===== config.mk =====
export PLATFORM = sky130hd
export DESIGN_NAME = bin_rgb_render
export DESIGN_NICKNAME = d
export VERILOG_FILES = /design/src/rtl/bin_rgb_render.sv
export SDC_FILE = /design/constraint.sdc
export NUM_CORES = 1
export LEC_CHECK = 0
export ABC_AREA = 1
export BUFFER_PORTS_ARGS = -buffer_cell sky130_fd_sc_hd__buf_2
export CORE_AREA = 2 2 57 112
export DETAILED_ROUTE_END_ITERATION = 6
export DIE_AREA = 0 0 59 114
export PLACE_DENSITY = 0.78
export SLEW_MARGIN = 20
export SYNTH_ARGS = -nofsm -noshare
export SYNTH_HDL_FRONTEND = slang
export SYNTH_SLANG_ARGS = --single-unit
export TNS_END_PERCENT = 30

===== constraint.sdc =====
create_clock -name clk -period 2.9 [get_ports clk]
set_input_delay 0.435 -clock clk [delete_from_list [all_inputs] [get_ports clk]]
set_output_delay 0.435 -clock clk [all_outputs]
set_load 0.05 [all_outputs]

===== src/rtl/bin_rgb_render.sv =====
// Binary-to-RGB565 renderer with two-stage pipeline and scan-row dark-pixel counter.
// Optional scan-row marker enabled by defining BIN_RENDER_SCANLINE_EN.
module bin_rgb_render #(
  parameter int          H_ACTIVE   = 800,
  parameter int          V_ACTIVE   = 480,
  parameter logic [15:0] FG_COLOR   = 16'h0000,
  parameter logic [15:0] BG_COLOR   = 16'hFFFF,
  parameter logic [15:0] MARK_COLOR = 16'hF800,
  parameter int          SCAN_ROW   = 240
) (
  input  logic        clk,
  input  logic        rst_n,
  input  logic        bin_data,
  input  logic        bin_de,
  input  logic        bin_hs,
  input  logic        bin_vs,
  output logic [15:0] out_data,
  output logic        out_de,
  output logic        out_hs,
  output logic        out_vs,
  output logic [10:0] row_cnt,
  output logic        row_valid
);

  localparam logic [10:0] CNT_MAX = 11'h7FF;
  localparam logic [10:0] SCAN_Y  = 11'(SCAN_ROW);

  logic        s1_data, s1_de, s1_hs, s1_vs;
  logic [10:0] x_cnt, y_cnt;
  logic [10:0] x_next, y_next;
  logic [10:0] acc, acc_next, acc_base, acc_fin;
  logic        de_fall, vs_rise, meas_on, latch, latch_pend;
  logic [15:0] light_color;

  // Edges are taken against the stage-1 copies, so vs high at reset release is a rise.
  assign de_fall = s1_de & ~bin_de;
  assign vs_rise = bin_vs & ~s1_vs;

  always_comb begin
    x_next = x_cnt;
    if (bin_de) begin
      if (!s1_de)              x_next = '0;
      else if (x_cnt != CNT_MAX) x_next = x_cnt + 11'd1;
    end else if (de_fall) begin
      x_next = '0;
    end
  end

  always_comb begin
    y_next = y_cnt;
    if (vs_rise)                         y_next = '0;
    else if (de_fall && y_cnt != CNT_MAX) y_next = y_cnt + 11'd1;
  end

  // A vs rise on the closing edge of the scan row aborts instead of latching.
  assign meas_on  = bin_de && (y_next == SCAN_Y);
  assign latch    = de_fall && (y_cnt == SCAN_Y) && !vs_rise;
  assign acc_base = (vs_rise || latch) ? 11'd0 : acc;

  always_comb begin
    acc_next = acc_base;
    if (meas_on && bin_data && acc_base != CNT_MAX) acc_next = acc_base + 11'd1;
  end

  always_ff @(posedge clk) begin
    if (!rst_n) begin
      s1_data    <= 1'b0;
      s1_de      <= 1'b0;
      s1_hs      <= 1'b0;
      s1_vs      <= 1'b0;
      x_cnt      <= '0;
      y_cnt      <= '0;
      acc        <= '0;
      acc_fin    <= '0;
      latch_pend <= 1'b0;
    end else begin
      s1_data    <= bin_data;
      s1_de      <= bin_de;
      s1_hs      <= bin_hs;
      s1_vs      <= bin_vs;
      x_cnt      <= x_next;
      y_cnt      <= y_next;
      acc        <= acc_next;
      latch_pend <= latch;
      if (latch) acc_fin <= acc;
    end
  end

`ifdef BIN_RENDER_SCANLINE_EN
  assign light_color = (y_cnt == SCAN_Y) ? MARK_COLOR : BG_COLOR;
`else
  assign light_color = BG_COLOR;
`endif

  // Stage 2: row_cnt/row_valid share this stage so they line up with out_de.
  always_ff @(posedge clk) begin
    if (!rst_n) begin
      out_data  <= '0;
      out_de    <= 1'b0;
      out_hs    <= 1'b0;
      out_vs    <= 1'b0;
      row_cnt   <= '0;
      row_valid <= 1'b0;
    end else begin
      out_data  <= s1_de ? (s1_data ? FG_COLOR : light_color) : 16'h0000;
      out_de    <= s1_de;
      out_hs    <= s1_hs;
      out_vs    <= s1_vs;
      row_valid <= latch_pend;
      if (latch_pend) row_cnt <= acc_fin;
    end
  end

endmodule


======== Word-level counts from Yosys, hierarchy flattened ========
Index checks and enable logic that the tools add are counted.
storage, ports and cells
  flip-flop bits (word level) ............. 69
  input port bits ......................... 6
  output and inout bits ................... 31
  word-level logic and storage cells ...... 38
operators by class
  add/subtract/negate cells ............... 2
  eq/ne operators ......................... 4
  muxes and demuxes ....................... 5
  bitwise operators ....................... 4
  reduce and logical (&&, ||, !) cells .... 9
operators with widths
  kind                     count
  $mux W11                 4
  $add A11 B1 Y11 const B  2
  $eq A11 B8 Y1 const B    2
  $ne A11 B11 Y1 const B   2
  $mux W16                 1
  $logic_and A1 B1 Y1      6
  $and A1 B1 Y1            2
  $not A1 Y1               2
  $reduce_and A2 Y1        1
  $logic_not A1 Y1         1
  $logic_or A1 B1 Y1       1

======== Logic depth before layout (Yosys ltp) ========
  word-level depth ........................ 10
  gate-level depth with buffers ........... 18
  gate-level depth less buffers ........... 18

======== Least setup slack after synthesis ========
OpenSTA, ideal clock, no wires.
  path kind ............................... reg-to-reg
  from .................................... reg y_cnt[0]
  to ...................................... reg acc[7]
  library setup time ...................... 115 ps
  arrival time ............................ 2027 ps
  required time ........................... 2785 ps
  setup slack ............................. 758 ps
  stages on the path, launching flop included .. 18
  buffers on the path ..................... 0
  period minus slack after synthesis ...... 2142 ps
  cells stage by stage .................... dfxtp_1 -> inv_1 -> ha_1 -> nand2_1 -> nor2_1 -> nand3_2 -> nand2_2 -> inv_2 -> nand2_1 -> inv_1 -> ha_1 -> nand2_1 -> nor3_2 -> nand3_2 -> nand2_1 -> inv_1 -> a21oi_1 -> nor2_1
on the way
  longest elaborated chain between the ends .. 9
  elaborated cells on any way between the ends .. 17
  classes of those cells .................. 2 x add/sub; 4 x eq/ne; 4 x mux; 7 x reduce/logical
ends and longest elaborated chain
  what                                                     line  RTL
  start, declared                                          29    logic [10:0] x_cnt, y_cnt;
  start signal, assigned                                   82    y_cnt <= y_next;
  branches (longest 8 deep; another with $add A11 B1 Y11)  --
  $mux W11 (*)                                             62    if (meas_on && bin_data && acc_base != CNT_MAX) acc_next = acc_base + 11'd1;
  end signal, assigned                                     83    acc <= acc_next;
  end, declared                                            31    logic [10:0] acc, acc_next, acc_base, acc_fin;
Mark *: on every way between the ends.
A chain may end at the register's enable or synchronous reset.

======== Worst setup path after layout ========
Ends and elaborated chain as after synthesis.

==> results.yml <==
clock_network:
  clock_latency_ps: 290
  post_cts_buffers: 0
  htree_levels: 2
  cts_resized: 0
  ctsLongestPathBuffers: 2
  cts_tree: "done"
  cts.sinks: 54
  numCtsBuffers: 5
  root_buffer: "clkbuf_16"
  hold_buffers: 0
  clk_pin_slew_ps: 70
routing:
  routed_via_density: 4.98
  drt_iter0_drc: 104
  vias: 2475
  dr.pass1.iters: 4
  wirelength_mm: 5.59
  ant_nets: 0
  wl_per_cell_um: 11.2
  drc: 0
yosys:
  syn-mean-instance-area_um2: 6.76
  syn_inst: 414
  synth_edf_count: 0
  synth_commonest_cells: "nor2_1 (91), nand2_1 (77), dfxtp_1 (54)"
  synthMuxAreaShare_pct: 0
  synth_top_family_by_area: "simple AND/OR/NAND/NOR gates"
  async_flop_share_pct: 0
  netlist_area_um2: 2800
  synthXorXnorAreaFrac_pct: 0
  seq_area_frac_synth_pct: 38.6
  synth-compound-area-share_pct: 6.62
  yosys.area_share.adder_pct: 1.34
  synth.area.top_cells: "dfxtp_1 (39%), nor2_1 (12%), nand2_1 (10%), inv_1 (6.7%), nand3_1 (4.6%)"
  yosys.area_share.simple_pct: 39.3
  yosysWarnings: 0
  synth-seq-cells: 54
  synth_nets: 423
  synthFlopType: "dfxtp_1"
  synth.largest_area_cell: "dfxtp_1"
  synth.distinct_cells: 20
  synthMostInstantiatedCell: "nor2_1"
  yosysTopAreaCellShare_pct: 38.6
placed_design:
  dpl.cell_count: 489
  dp_hpwl_mm: 4.05
  postPlaceCellArea_um2: 2890
  io_buffer_count: 36
  gp_congestion: 0.885
worst_setup_path:
  cp-end-kind: "flip-flop"
  r2r-start: "y_cnt[0]"
  worstPathArrival_ps: 2680
  cp_max_fo: 8
  r2r-end: "acc[7]"
  startpoint_type: "flip-flop"
  regToRegSetupSlack_ps: 410
  reg2regPathDepth: 17
  crit_type: "reg2reg"
  cp.required_ps: 3090
worst_hold_path:
  hp-start: "bin_vs"
  min_path_cells: 3
  hold-path-endpoint: "s1_vs"
  holdCritPathClass: "in2reg"
cells_and_area:
  drive_gt1_share_pct: 19.8
  area_delta_synth_final_pct: 8.94
  stdcell_area_um2: 3050
  diodes: 0
  fin_cells: 497
  final_net_count: 442
  fill_cells: 577
global_route:
  grt_pass1_wl_mm: 9.54
  antenna_found_initial: 0
  grt-ovfl-total: 0
  first_global_vias: 2156
  grt_max_degree: 29
  grt_usage_pct: 17.8
run:
  drv_cap: 0
timing:
  fin_worst_skew_ps: 8.72
  period_share_pct: 85.7
  final-hold-violation-count: 0
  setup_viol: 0
  relSlewSlack_pct: 68.0
  clock.fmax_mhz: 402
  finalCriticalPeriod_ps: 2490
  fin_tns_setup_ps: 0
  rsz0062_at_grt: "false"
  drv_slew: 0
  tightest_slew_ps: 480
floorplan:
  placementRows: 40
  dieWidth_um: 59
  start_util_pct: 47.4
  die_h_um: 114
  die_area_um2: 6730
  ios: 37
  core-area_um2: 5910
pwr:
  total_power_mw: 1.45
  p_sw_share_pct: 23.4
  powerDensity_nw_per_um2: 476
  power_leakage_nw: 1.54
  ir_drop_mv: 0.476
  seqPwrFrac_pct: 51.7
  power.switching_mw: 0.340
  clkPwrFrac_pct: 42.0
  power.internal_mw: 1.11
  p_comb_share_pct: 6.3
outcome:
  status: "complete, no violations"
==> how the worst max path moves through the flow <==
stage / from / to / slack, ps / depth (start not counted)
after floorplan: y_cnt[0] / acc[7] / 760 / 17
after global placement: bin_vs / acc[7] / 410 / 16
after detailed placement: bin_vs / acc[2] / 330 / 16
after CTS: y_cnt[0] / acc[7] / 410 / 17
after global routing: y_cnt[0] / acc[3] / 110 / 17
final: y_cnt[0] / acc[7] / 410 / 17
==> critical path, stage by stage, from the launching register on <==
cell and delay [ps]:
dfxtp_1 350, inv_1 80, ha_1 200, nand2_1 70, nor2_1 40, nand3_2 120, nand2_2 130, inv_2 110
nand2_1 80, inv_1 60, ha_1 150, nand2_1 80, nor3_2 280, nand3_2 230, nand2_1 130, inv_1 60
a21oi_1 130, nor2_1 50
==> state kept, by name, summed over array words and instances (netlist names), 11 cells and up <==
register  count
acc          11
acc_fin      11
row_cnt      11
y_cnt        11
==> per-stage QoR <==
step / util, % / hold slack, ps / setup slack, ps
after floorplan: - / 368 / 758
after global placement: 49.0 / 370 / 414
after detailed placement: 49.0 / 378 / 330
after CTS: 51.6 / 339 / 412
after global routing: 51.6 / 351 / 108
final: 51.6 / 340 / 414
==> cell families after synthesis <==
family                     after synthesis
buffers and inverters                   83
DFF                                     54
adders and majority gates                3
and+or+nand+nor                        237
AOI/OAI and AO/OA                       37
==> cells in the final DEF, fill, tap and decap left out <==
master	n
nand2_2	8
dfxtp_1	54
buf_4	2
buf_2	36
nand2_1	77
nor3_2	1
o21ai_0	22
nand3_1	26
inv_1	50
nor3_1	4
clkbuf_8	1
a21oi_1	15
ha_1	3
nand3_4	1
nor2_1	91
nor2_2	8
inv_2	7
nand3_2	11
clkbuf_16	5
clkinv_4	2
nand4_1	6
nor2_4	4
==> layout make-up <==
type | instances | area [um^2] | area share, %
flip-flops and latches | 54 | 1080 | 35.5
well taps | 63 | 78.8 | 2.59
multi-input cells | 277 | 1320 | 43.4
repair buffers | 38 | 195 | 6.40
clock inverters | 2 | 17.5 | 0.574
inverters | 57 | 214 | 7.02
clock buffers | 6 | 139 | 4.55
==> layer usage <==
metal	wire length, um	share of wire, %	vias to the layer above	GRT usage [%]
met5	0	0	-	0
met4	97	1.7	0	6.21
met3	393	7.0	7	3.06
met2	2630	47	85	27.7
met1	2470	44	1082	24.4
li1	-	-	1301	-
==> power by group through the flow <==
stage | clock network (mW) | logic, mW | registers, mW
after floorplan | 0 | 0.0736 | 0.775
after global placement | 0 | 0.0898 | 0.767
after detailed placement | 0 | 0.0907 | 0.768
after CTS | 0.623 | 0.0911 | 0.751
after global routing | 0.645 | 0.0987 | 0.752
final | 0.611 | 0.0912 | 0.751
Note: power is estimated with default switching activity, not from simulation.
